File: src/rtl/conv_enc_block_sched_pkg.sv
// Shared types, block sizes and helpers for the convolutional encoder block scheduler.
package conv_enc_pkg;

   localparam int SHORT_BYTES = 132;
   localparam int LONG_BYTES  = 768;
   localparam int TIMEOUT     = 4095;
   localparam int CNT_W       = 10;
   localparam int TMO_W       = $clog2(TIMEOUT + 1);

   typedef enum logic [2:0] {
      IDLE,
      WAIT_FILL,
      START,
      ENCODE,
      DRAIN,
      FLUSH
   } sched_state_t;

   function automatic logic [CNT_W-1:0] blk_bytes(input logic len_sel);
      return len_sel ? CNT_W'(LONG_BYTES) : CNT_W'(SHORT_BYTES);
   endfunction

endpackage

File: src/rtl/conv_enc_block_sched_skid.sv
// Two-entry valid/ready FIFO holding encoded triples plus their last flag.
// free_cnt tells the scheduler how many reads it may safely have outstanding.
module out_skid2
   import conv_enc_pkg::*;
(
   input  logic        clk,
   input  logic        reset,
   input  logic        push,
   input  logic [24:0] push_data,
   output logic        out_valid,
   input  logic        out_ready,
   output logic [24:0] out_data,
   output logic [1:0]  free_cnt
);

   logic [24:0] mem [2];
   logic        wr_ptr;
   logic        rd_ptr;
   logic [1:0]  count;
   logic        pop;

   assign out_valid = (count != 2'd0);
   assign pop       = out_valid & out_ready;
   assign out_data  = mem[rd_ptr];

   // A slot vacated by this cycle's pop is already usable, which lets a drain run at one triple per cycle.
   assign free_cnt  = 2'd2 - count + {1'b0, pop};

   always_ff @(posedge clk or negedge reset) begin
      if (!reset) begin
         mem[0] <= '0;
         mem[1] <= '0;
         wr_ptr <= 1'b0;
         rd_ptr <= 1'b0;
         count  <= 2'd0;
      end else begin
         if (push) begin
            mem[wr_ptr] <= push_data;
            wr_ptr      <= ~wr_ptr;
         end
         if (pop) begin
            rd_ptr <= ~rd_ptr;
         end
         case ({push, pop})
            2'b10:   count <= count + 2'd1;
            2'b01:   count <= count - 2'd1;
            default: count <= count;
         endcase
      end
   end

endmodule

File: src/rtl/conv_enc_block_sched.sv
// Block-level scheduler: waits for a full input block, starts the encoder, then
// drains the three subblock FIFOs in lock-step onto a valid/ready stream.
module conv_enc_block_sched
   import conv_enc_pkg::*;
(
   input  logic             clk,
   input  logic             reset,
   input  logic             blk_req,
   input  logic             blk_len_sel,
   input  logic [7:0]       tail_in,
   input  logic [CNT_W-1:0] in_usedw,
   output logic             enc_data_valid,
   output logic             enc_code_block_length,
   output logic [7:0]       enc_tail_byte,
   input  logic             enc_done,
   output logic             enc_rdreq_subblock,
   input  logic [7:0]       enc_q0,
   input  logic [7:0]       enc_q1,
   input  logic [7:0]       enc_q2,
   output logic             out_valid,
   input  logic             out_ready,
   output logic [7:0]       out_d0,
   output logic [7:0]       out_d1,
   output logic [7:0]       out_d2,
   output logic             out_last,
   output logic             blk_ack,
   output logic             busy,
   output logic             err_timeout,
   output logic [15:0]      blk_count
);

   sched_state_t     state_q;
   sched_state_t     state_d;
   logic [CNT_W-1:0] nbytes;
   logic [CNT_W-1:0] rd_left;
   logic [TMO_W-1:0] tmo_cnt;
   logic             rd_pend;
   logic             rd_last_pend;
   logic [1:0]       free_cnt;
   logic [1:0]       credit;
   logic             skid_valid;
   logic [24:0]      skid_data;
   logic             tmo_hit;
   logic             blk_done;

   // The read issued last cycle lands in the skid this cycle, so it already owns a slot.
   assign credit = (free_cnt > {1'b0, rd_pend}) ? (free_cnt - {1'b0, rd_pend}) : 2'd0;

   out_skid2 u_skid (
      .clk       (clk),
      .reset     (reset),
      .push      (rd_pend),
      .push_data ({rd_last_pend, enc_q2, enc_q1, enc_q0}),
      .out_valid (skid_valid),
      .out_ready (out_ready),
      .out_data  (skid_data),
      .free_cnt  (free_cnt)
   );

   assign out_valid = skid_valid;
   assign out_d0    = skid_data[7:0];
   assign out_d1    = skid_data[15:8];
   assign out_d2    = skid_data[23:16];
   assign out_last  = skid_data[24];
   assign busy      = (state_q != IDLE);

   always_ff @(posedge clk or negedge reset) begin
      if (!reset) begin
         state_q <= IDLE;
      end else begin
         state_q <= state_d;
      end
   end

   // enc_done takes priority over an expiring timeout in the same cycle.
   always_comb begin
      state_d            = state_q;
      blk_ack            = 1'b0;
      enc_data_valid     = 1'b0;
      enc_rdreq_subblock = 1'b0;
      tmo_hit            = 1'b0;
      blk_done           = 1'b0;
      case (state_q)
         IDLE: begin
            if (blk_req) begin
               blk_ack = 1'b1;
               state_d = WAIT_FILL;
            end
         end
         WAIT_FILL: begin
            if (in_usedw >= nbytes) begin
               state_d = START;
            end
         end
         START: begin
            enc_data_valid = 1'b1;
            state_d        = ENCODE;
         end
         ENCODE: begin
            if (enc_done) begin
               state_d = DRAIN;
            end else if (tmo_cnt == TMO_W'(TIMEOUT - 1)) begin
               tmo_hit = 1'b1;
               state_d = IDLE;
            end
         end
         DRAIN: begin
            enc_rdreq_subblock = (rd_left != '0) && (credit != 2'd0);
            if (rd_left == '0) begin
               state_d = FLUSH;
            end
         end
         FLUSH: begin
            if (skid_valid && out_ready && skid_data[24]) begin
               blk_done = 1'b1;
               state_d  = IDLE;
            end
         end
         default: state_d = IDLE;
      endcase
   end

   // Block parameters are latched at ack and held until the next ack.
   always_ff @(posedge clk or negedge reset) begin
      if (!reset) begin
         nbytes                <= '0;
         enc_code_block_length <= 1'b0;
         enc_tail_byte         <= 8'd0;
      end else if (blk_ack) begin
         nbytes                <= blk_bytes(blk_len_sel);
         enc_code_block_length <= blk_len_sel;
         enc_tail_byte         <= tail_in;
      end
   end

   // Read bookkeeping: rd_pend marks a triple arriving on enc_q* this cycle.
   always_ff @(posedge clk or negedge reset) begin
      if (!reset) begin
         rd_left      <= '0;
         tmo_cnt      <= '0;
         rd_pend      <= 1'b0;
         rd_last_pend <= 1'b0;
         err_timeout  <= 1'b0;
         blk_count    <= 16'd0;
      end else begin
         rd_pend      <= enc_rdreq_subblock;
         rd_last_pend <= enc_rdreq_subblock && (rd_left == CNT_W'(1));
         if (state_q == START) begin
            tmo_cnt <= '0;
         end else if (state_q == ENCODE) begin
            tmo_cnt <= tmo_cnt + TMO_W'(1);
         end
         if ((state_q == ENCODE) && enc_done) begin
            rd_left <= nbytes;
         end else if (enc_rdreq_subblock) begin
            rd_left <= rd_left - CNT_W'(1);
         end
         if (tmo_hit) begin
            err_timeout <= 1'b1;
         end
         if (blk_done) begin
            blk_count <= blk_count + 16'd1;
         end
      end
   end

endmodule

File: config.mk
export PLATFORM = sky130hd
export DESIGN_NAME = conv_enc_block_sched
export DESIGN_NICKNAME = d
export VERILOG_FILES = /design/src/rtl/conv_enc_block_sched_pkg.sv /design/src/rtl/conv_enc_block_sched_skid.sv /design/src/rtl/conv_enc_block_sched.sv
export SDC_FILE = /design/constraint.sdc
export NUM_CORES = 1
export LEC_CHECK = 0
export CORE_ASPECT_RATIO = 0.7
export CORE_MARGIN = 2
export CORE_UTILIZATION = 37
export CTS_BUF_LIST = sky130_fd_sc_hd__clkbuf_16
export CTS_CLUSTER_SIZE = 10
export DETAILED_ROUTE_END_ITERATION = 6
export PLACE_DENSITY = 0.69
export SETUP_SLACK_MARGIN = 0.1
export SYNTH_ARGS = -nofsm -noshare
export SYNTH_HDL_FRONTEND = slang
export SYNTH_SLANG_ARGS = --single-unit
File: constraint.sdc
create_clock -name clk -period 2.82 [get_ports clk]
set_input_delay 0.564 -clock clk [delete_from_list [all_inputs] [get_ports clk]]
set_output_delay 0.564 -clock clk [all_outputs]
set_load 0.01 [all_outputs]
==> results.py <==
metrics = {
    "outcome": {
        "outcome": "finished, final reports clean",
    },
    "routing": {
        "drc_errors": 0,
        "detailroute.wirelength.met2_um": 5289,
        "drt_first_pass_iters": 4,
        "route.top_layer_used": "met4",
        "routed_met3_length_um": 396,
        "postRouteWirelength_um": 11070,
        "vias": 3653,
        "avgRoutedWirePerCell_um": 15.12,
        "postRouteAntennaNets": 0,
        "detail_route.iter0.violations": 153,
        "met1Wirelength_um": 5197,
        "vias_per_cell": 4.990,
    },
    "floorplanning": {
        "die-width_um": 144.2,
        "core.rowCount": 35,
        "design.core.area_um2": 13310,
        "initial_util_pct": 38.21,
        "design.portCount": 104,
        "die_h_um": 102.1,
        "floorplan.die_area_um2": 14720,
    },
    "yosys": {
        "async_set_or_reset_flop_fraction_in_the_synthesized_netlist_pct": 100.0,
        "ys_seq_elements": 108,
        "synth-main-ff-cell": "sky130_fd_sc_hd__dfrtp_1",
        "yosysMostFrequentCell": "sky130_fd_sc_hd__dfrtp_1",
        "cell_types_occupying_the_most_area_after_synthesis": "sky130_fd_sc_hd__dfrtp_1, sky130_fd_sc_hd__mux2_2, sky130_fd_sc_hd__ha_1",
        "postSynthCellCount": 418,
        "top_cell_type_s_share_of_synthesized_area_pct": 53.12,
        "synth.avg_cell_area_um2": 12.17,
        "synth.largest_area_cell": "sky130_fd_sc_hd__dfrtp_1",
        "synth_enable_flop_cells": 0,
        "yosys_warnings": 0,
        "postSynthNetCount": 480,
        "synthesis.area_um2": 5087,
        "ys_types": 44,
        "synth_top_cells_by_count": "sky130_fd_sc_hd__dfrtp_1, sky130_fd_sc_hd__mux2_2, sky130_fd_sc_hd__nand2_1, sky130_fd_sc_hd__nor2_1, sky130_fd_sc_hd__nand3_1",
        "synth.yosys.seq_area_share_pct": 53.12,
    },
    "critical_path": {
        "critPathArrivalTime_ns": 2.04,
        "critical_path_peak_fanout": 2,
        "worstSetupEndpointType": "output port",
        "worst_path_largest_cell_delay_ns": 0.40,
        "r2r_end": "rd_left[8]",
        "timing.critical_path.slowest_stage_cell": "sky130_fd_sc_hd__dfrtp_1",
        "timing.critical_path.from": "u_skid.count[1]",
        "start_kind": "register",
        "ff_to_ff_setup_slack_ns": 0.35,
        "crit_path_frequent_cell": "sky130_fd_sc_hd__ha_4",
        "required_ns": 2.26,
        "crit-reg2reg-launch": "u_skid.count[1]",
        "crit_path_cell_trace": "o21ai_2 > ha_4 > ha_2 > ha_4 > o21ai_4 > nand3_2 > inv_2 > buf_2",
        "timing.reg2reg.worst_path_depth": 10,
        "crit_type": "reg -> out",
        "timing.critical_path.to": "enc_rdreq_subblock",
    },
    "layout": {
        "num_antenna_cells": 0,
        "nNetsFinal": 604,
        "drive_gt1_share_pct": 25.59,
        "flow.area_growth_from_synthesis_pct": 34.70,
    },
    "sta": {
        "setup_repair_after_global_routing_missed_its_margin": "no",
        "fin_crit_sh_pct": 92.40,
        "slew_headroom_pct": 63.93,
        "setup_viol": 0,
        "fin_tns_setup_ns": 0,
        "timing_max_transition_violations_final": 0,
        "hold_ws_ns": 0.1902,
        "final_hold_viol_count": 0,
        "worst_slew_pin_slew_ns": 0.5411,
        "period_minus_slack_ns": 2.606,
        "fmax_mhz": 383.8,
        "final_setup_skew_ns": 0.007908,
    },
    "cts": {
        "htree_num_levels": 3,
        "clock_insertion_delay_worst_skew_ns": 0.35,
        "cts_max_path_buffers": 2,
        "clock_tree_from_tritoncts": "yes",
        "clkSlewWorstSetupHoldPaths_ns": 0.07,
        "cts.sinks": 108,
        "ctsRootBufferMaster": "sky130_fd_sc_hd__clkbuf_16",
        "inserted_clock_buffers": 9,
    },
    "power_and_ir_drop": {
        "powerDensity_nw_per_um2": 1002,
        "design_power_total_w": 0.006864,
        "leakage_component_of_the_power_nw": 2.956,
        "ir_drop_uv": 376.0,
    },
    "hold_path": {
        "min_path_type": "in -> async",
    },
    "global_route": {
        "vias_in_the_first_global_route": 3709,
        "total_routing_usage_reported_by_global_routing_pct": 15.75,
        "grt_start_max_net_pins": 45,
        "antenna_found_initial": 0,
        "grt_pass1_wl_um": 18220,
        "globalRoute.totalOverflow": 0,
    },
    "place": {
        "dp.final_hpwl_um": 7806,
        "finalWeightedCongestion": 0.8754,
        "place.port_buffers": 103,
    },
    "run": {
        "drv_cap": 0,
    },
}
-- through the flow --
step | setup slack [ns] | util [%] | cells | instance area, um2
6_report | 0.2143 | 51.48 | 732 | 6853
5_1_grt | 0.1122 | 51.48 | 732 | 6853
4_1_cts | 0.1657 | 51.20 | 732 | 6817
3_5_place_dp | -0.5593 | 48.67 | 715 | 6479
3_3_place_gp | -0.5437 | 48.67 | 715 | 6479
2_1_floorplan | 0.1523 | - | 418 | 5092
-- timing repair --
| action | 4_1_cts | 5_1_grt |
|---|---|---|
| setup buffers | 1 | 0 |
| pin swaps | 3 | 4 |
| endpoints found under the setup margin | 1 | 3 |
| resized for setup | 11 | 6 |
| hold buffers | 0 | 0 |
-- layout by cell type (no fill, tap or decap), types with 5 or more instances in the layout --
master | Yosys | routed
sky130_fd_sc_hd__nand2_1 | 24 | 24
sky130_fd_sc_hd__o21ai_0 | 14 | 14
sky130_fd_sc_hd__buf_4 | 1 | 23
sky130_fd_sc_hd__dfrtp_1 | 108 | 108
sky130_fd_sc_hd__ha_1 | 14 | 11
sky130_fd_sc_hd__a21oi_1 | 6 | 6
sky130_fd_sc_hd__inv_1 | 14 | 14
sky130_fd_sc_hd__clkbuf_16 | 0 | 9
sky130_fd_sc_hd__xor2_1 | 14 | 13
sky130_fd_sc_hd__nor3_1 | 6 | 5
sky130_fd_sc_hd__nand4_1 | 10 | 10
sky130_fd_sc_hd__nor2_1 | 23 | 22
sky130_fd_sc_hd__mux2i_1 | 7 | 7
sky130_fd_sc_hd__xnor2_1 | 13 | 13
sky130_fd_sc_hd__clkdlybuf4s50_1 | 0 | 100
sky130_fd_sc_hd__nand3_1 | 18 | 17
sky130_fd_sc_hd__mux2_2 | 83 | 83
-- layout make-up --
cell class | count | area [um2]
Clock inverter | 7 | 75.07
Tap cell | 185 | 231.5
Multi-Input combinational cell | 282 | 2355
Timing Repair Buffer | 126 | 1207
Inverter | 15 | 56.30
Clock buffer | 9 | 225.2
Fill cell | 1177 | 6460
Sequential cell | 108 | 2703
-- routing by layer --
metal | GRT usage, % | vias to the layer above
met4 | 5.452 | 0
met3 | 3.515 | 16
met5 | 0 | -
met2 | 25.24 | 70
met1 | 21.38 | 1822
li1 | - | 1745
-- power by group --
| group | internal, W | total (W) | switching (W) |
|---|---|---|---|
| clock | 0.000694 | 0.00129 | 0.000592 |
| sequential | 0.00210 | 0.00246 | 0.000366 |
| combinational | 0.00179 | 0.00312 | 0.00133 |
| total | 0.00458 | 0.00686 | 0.00229 |
-- cell families after synthesis --
family | after synthesis | share of synthesized area [%]
xor+xnor | 27 | 4.648
flops | 108 | 53.12
compound gates | 41 | 5.165
mux | 91 | 20.04
buf+inv | 28 | 2.164
fa+ha+maj | 14 | 3.443
simple gates | 109 | 11.41
-- worst min path at each step --
stage,startpoint,end,slack [ns],cells past startpoint
after global routing,reset,u_skid.mem[35],0.24,1
after global placement,err_timeout,err_timeout,0.44,1
after CTS,reset,u_skid.mem[35],0.21,1
after detailed placement,err_timeout,err_timeout,0.44,1
after floorplan,reset,blk_count[0],0.27,0
final,reset,u_skid.mem[35],0.19,1
-- worst max-delay path: cells and delay by family, from the launching register on --
family	cells	cell delay [ns]
buf+inv	2	0.20
compound gates	2	0.37
flops	1	0.40
fa+ha+maj	3	0.63
simple gates	1	0.10
-- registers in the layout, indices dropped and copies added (netlist names) --
register / count
u_skid.mem: 50
blk_count: 16
tmo_cnt: 12
rd_left: 10
enc_tail_byte: 8
state_q: 3
nbytes: 2
u_skid.count: 2
err_timeout: 1
rd_last_pend: 1
rd_pend: 1
u_skid.rd_ptr: 1
u_skid.wr_ptr: 1
Power figures use the tool's default switching activity.
==> edit 1: new RTL, same flow settings <==
The 6 states of `sched_state_t` get a one-hot encoding in 6 bits.
--- a/src/rtl/conv_enc_block_sched_pkg.sv
+++ b/src/rtl/conv_enc_block_sched_pkg.sv
@@ -7,13 +7,13 @@
    localparam int CNT_W       = 10;
    localparam int TMO_W       = $clog2(TIMEOUT + 1);
 
-   typedef enum logic [2:0] {
-      IDLE,
-      WAIT_FILL,
-      START,
-      ENCODE,
-      DRAIN,
-      FLUSH
+   typedef enum logic [5:0] {
+      IDLE      = 6'b000001,
+      WAIT_FILL = 6'b000010,
+      START     = 6'b000100,
+      ENCODE    = 6'b001000,
+      DRAIN     = 6'b010000,
+      FLUSH     = 6'b100000
    } sched_state_t;
 
    function automatic logic [CNT_W-1:0] blk_bytes(input logic len_sel);
Function: no difference found for any inputs over 10 cycles, from zero or initial values and one cycle with reset low; not proved beyond that.
==> edit 1 against the original RTL <==
- synthesized area increased by 2.7%
- total power decreased by 20%
- cell count increased by 2.6%
- worst setup slack got worse by 0.16 ns
- sequential cell count increased by 3
- wire length increased by 2.9%
- count of clock-buffer cells in the layout unchanged
- cell area increased by 1.3%
- critical endpoint is now rd_left[5]
==> edit 1: results (changes against the original RTL) <==
run_status:
  outcome: "finished clean"
placed_design:
  gp_routability_congestion: 0.747  # -15%
  dp_slack_ns: -0.682  # -0.123 ns
  dp_hpwl_mm: 7.84  # +0.40%
setup_path:
  slowest_stage: "or4_4"
  cp.arrival_ns: 3.04  # +1.00 ns
  r2r_slack_ns: 0.05  # -0.30 ns
  crit_family: "simple AND/OR/NAND/NOR gates"
  rr_worst_depth: 9  # -1
  regToRegStartpoint: "u_skid.count[0]"
  regToRegEndpoint: "rd_left[5]"
  max_stage_delay_ns: 0.51  # +0.11 ns
power:
  ir_worst_vdd_v: 0.000414  # +10%
  p_switching_mw: 1.69  # -26%
logic_synthesis:
  synth_seq_area_share_pct: 53.2  # +0.074 points
  synth.distinct_cells: 47  # +6.8%
  syn_area_per_cell_um2: 11.8  # -3.3%
  synth-seq-cells: 111  # +2.8%
  synthTopCellsByCount: "dfrtp_1, mux2_2, nand2_1"
  synthTopCellsByArea: "dfrtp_1, mux2_2, ha_1"
  syn-num-nets: 506  # +5.4%
  ys.flop_type: "dfrtp_1"
route:
  via_per_inst: 4.95  # -0.72%
  wl_per_cell_um: 15.2  # +0.33%
  wl_mm: 11.4  # +2.9%
global_route:
  grt_pass1_wl_mm: 19.0  # +4.0%
  grt_usage_pct: 15.7  # -0.026 points
timing:
  slew_headroom_pct: 54.8  # -9.1 points
finish:
  nets: 618  # +2.3%
  num_antenna_cells: 0  # unchanged
  drive_above_1_share_pct: 23.5  # -2.1 points
## edit 1: cell types whose count changed in the layout (fill, tap and decap cells not counted), sizes merged, moves of 4 or more
cell | before | now
buf | 25 | 19
mux2 | 84 | 75
mux2i | 7 | 3
nand2 | 24 | 46
nand3 | 18 | 14
nor2 | 23 | 16
nor4 | 3 | 7
or3 | 4 | 8
xnor2 | 13 | 19
## edit 1: worst max path at each step
| stage | startpoint | endpoint | slack (ns) |
|---|---|---|---|
| after detailed placement | out_ready | enc_rdreq_subblock | -0.68 |
| after floorplan | out_ready | rd_left[3] | 0.17 |
| after CTS | u_skid.count[1] | enc_rdreq_subblock | -0.006 |
| after global placement | out_ready | enc_rdreq_subblock | -0.70 |
| final | u_skid.count[0] | rd_left[5] | 0.05 |
| after global routing | u_skid.count[0] | enc_rdreq_subblock | -0.03 |
## edit 1: cell families after synthesis
kind of cell / Yosys count / share of synthesized area (%)
AOI/OAI and AO/OA: 42 / 4.91
xor gates and xnor gates: 31 / 5.20
adders and majority gates: 14 / 3.35
buffers and inverters: 34 / 2.66
DFF: 111 / 53.2
muxes: 78 / 16.7
and+or+nand+nor: 134 / 13.9
## edit 1: metrics by stage
step / hold WS (ns) / setup TNS (ns) / util [%]
3_3_place_gp: 0.452 / -3.49 / 47.2
6_report: 0.258 / 0 / 50.0
4_1_cts: 0.285 / -0.00625 / 49.9
2_1_floorplan: 0.268 / 0 / -
3_5_place_dp: 0.456 / -3.66 / 47.2
5_1_grt: 0.320 / -0.0474 / 50.0
## edit 1: layout make-up
| class | instances | area [µm²] |
|---|---|---|
| flip-flops and latches | 111 | 2780 |
| well taps | 190 | 238 |
| clock buffers | 9 | 225 |
| inverters | 15 | 56.3 |
| clock inverters | 7 | 72.6 |
| fillers | 1265 | 6930 |
| multi-input cells | 299 | 2400 |
| repair buffers | 120 | 1170 |
## edit 1: timing repair
action / CTS / global route
setup endpoints to repair: 9 / 6
setup buffers: 1 / 0
pin swaps: 4 / 6
hold buffers: 0 / 0
gates resized for setup: 15 / 5
## edit 1: power groups by stage
stage | combinational [mW] | sequential (mW) | clock (mW)
2_1_floorplan | 1.07 | 2.18 | 0
3_3_place_gp | 1.83 | 2.20 | 0
3_5_place_dp | 1.88 | 2.23 | 0
4_1_cts | 1.99 | 2.20 | 1.31
5_1_grt | 2.18 | 2.26 | 1.37
6_report | 1.98 | 2.21 | 1.27
## edit 1: per-layer routing
layer	share of wire, %	vias to the layer above	GRT usage (%)
met5	0	-	0
met4	0.78	0	3.96
met3	3.8	6	4.25
met2	48	71	26.8
met1	48	1868	20.3
li1	-	1776	-
==> edit 2: new RTL, same flow settings <==
Made on the original files. The package constant `CNT_W` goes from 10 to 20.
--- a/src/rtl/conv_enc_block_sched_pkg.sv
+++ b/src/rtl/conv_enc_block_sched_pkg.sv
@@ -4,7 +4,7 @@
    localparam int SHORT_BYTES = 132;
    localparam int LONG_BYTES  = 768;
    localparam int TIMEOUT     = 4095;
-   localparam int CNT_W       = 10;
+   localparam int CNT_W       = 20;
    localparam int TMO_W       = $clog2(TIMEOUT + 1);
 
    typedef enum logic [2:0] {
Ports: changed (resized in_usedw); port bits go from 104 to 114. No check against the original RTL was run, so the function may have changed too.
==> edit 2 against the original RTL <==
- clock skew grew 0.0034 ns
- count of clock-buffer cells in the layout grew 8
- cell area grew 17%
- sequential share of layout area shrank 2.7 points
- sequential cell count grew 10
- wire length grew 29%
- cell count grew 17%
- synthesized area grew 12%
- combinational power grew 16%
- worst setup slack lost 0.14 ns
- total power grew 19%
- largest cell class unchanged
- largest power group unchanged
==> edit 2: results (changes against the original RTL) <==
run_status:
  outcome: "finished clean"
route:
  via_per_inst: 5.22  # +4.5%
  wl_per_cell_um: 16.6  # +9.6%
  vias: 4486  # +23%
  wl_met1_mm: 6.55  # +26%
  drt_iter0_markers: 232  # +52%
  highest_layer: "met4"
  wl_met2_mm: 6.74  # +27%
  wl_met3_um: 836  # +110%
logic_synthesis:
  syn-num-nets: 559  # +16%
  synth_xor_xnor_area_share_pct: 3.39  # -1.3 points
  syn_area_per_cell_um2: 11.6  # -4.3%
  synthTopCellsByArea: "dfrtp_1, mux2_2, ha_1"
  synth_top_family_by_area: "multiplexers"
  ys.flop_type: "dfrtp_1"
  synthAdderAreaFrac_pct: 2.86  # -0.58 points
  synth.distinct_cells: 45  # +2.3%
  synthMuxAreaShare_pct: 19.3  # -0.75 points
  synth_seq_area_share_pct: 52.0  # -1.2 points
  synth_compound_area_share_pct: 5.68  # +0.52 points
  synthTopCellsByCount: "dfrtp_1, mux2_2, nand2_1"
timing:
  timing.hold.ws_ns: 0.244  # +0.0534 ns
  slew_headroom_pct: 45.7  # -18 points
  finClkSkew_ns: 0.0113  # +0.00336 ns
clock_network:
  cts_buffer_depth: 2  # unchanged
  ctsHtreeMaxLevel: 4  # +1
  clk_pin_slew_worst_paths_ns: 0.05  # -0.02 ns
  insertion_delay_ns: 0.41  # +0.06 ns
  numCtsBuffers: 17  # +8
global_route:
  grt_use_met1_pct: 23.2  # +1.9 points
  grt_max_degree: 63  # +40%
  grt_pass1_wl_mm: 23.5  # +29%
  grt_antenna_before_repair: 0  # unchanged
  first_global_vias: 4766  # +28%
  globalRouteMet3Util_pct: 4.71  # +1.2 points
  grtUsageMet2_pct: 29.2  # +4.0 points
  grt_usage_pct: 17.8  # +2.1 points
finish:
  largestRegisters: "u_skid.mem (50), rd_left (20), blk_count (16)"
  drive_above_1_share_pct: 27.5  # +1.9 points
  nFillCells: 1246  # +5.9%
  nets: 724  # +20%
placed_design:
  dpl_cell_area_um2: 7350  # +13%
  dp_cells: 822  # +15%
  port_buffers: 113  # +9.7%
  dp_hpwl_mm: 10.1  # +29%
  dp_slack_ns: -0.886  # -0.326 ns
  gp_routability_congestion: 0.845  # -3.5%
setup_path:
  slowest_stage: "dfrtp_1"
  max_stage_delay_ns: 0.41
  worstPathMaxFanout: 2  # unchanged
  regToRegEndpoint: "rd_left[11]"
  r2r_slack_ns: 0.11  # -0.24 ns
  crit_family: "adder cells"
  regToRegStartpoint: "rd_left[6]"
  rr_worst_depth: 6  # -4
  cp.arrival_ns: 2.18  # +0.14 ns
min_path:
  hold_class: "input port to async pin"
power:
  ir_worst_vdd_v: 0.000646  # +72%
  p_leak_nw: 3.46  # +17%
==> edit 2: worst max path at each step <==
stage / start / endpoint / slack [ns] / cells after the start
2_1_floorplan: out_ready / rd_left[11] / 0.05 / 8
3_3_place_gp: out_ready / enc_rdreq_subblock / -0.91 / 9
3_5_place_dp: out_ready / enc_rdreq_subblock / -0.89 / 9
4_1_cts: rd_left[6] / enc_rdreq_subblock / 0.07 / 5
5_1_grt: u_skid.count[0] / enc_rdreq_subblock / 0.006 / 8
6_report: u_skid.count[1] / enc_rdreq_subblock / 0.08 / 8
==> edit 2: cell families (layout without fill, tap and decap cells) <==
kind of cell / count (synthesis) / in the layout
buf+inv: 29 / 206
mux: 99 / 99
fa+ha+maj: 13 / 13
flops: 118 / 118
simple gates: 154 / 154
xor+xnor: 22 / 22
compound gates: 53 / 53
==> edit 2: what timing repair did <==
action                     CTS  global route
cloned                       0             0
gates resized for setup     17             4
setup buffers                5             2
pin swaps                    3             4
setup endpoints to repair   14             7
==> edit 2: layout make-up <==
type                       count  area [µm²]  area share (%)
clock buffer                  17         425            5.30
clock inverter                14         135            1.68
inverter                      12        45.0           0.561
multi-input combinational    341        2710            33.7
sequential                   118        2950            36.8
tap                          195         244            3.04
timing repair buffer         163        1520            18.9
==> edit 2: power by group <==
| part | switching [mW] | leakage [nW] | internal [mW] |
|---|---|---|---|
| registers | 0.297 | 1.48 | 2.20 |
| clock network | 0.790 | 0.266 | 1.28 |
| logic | 1.51 | 1.71 | 2.11 |
| total | 2.60 | 3.46 | 5.59 |
==> edit 2: worst reg2reg max path: cells and delay by family (launching register included) <==
family | cells | cell delay, ns
and+or+nand+nor | 4 | 1.89
DFF | 1 | 0.40
AOI/OAI and AO/OA | 1 | 0.13
buffers and inverters | 1 | 0.21
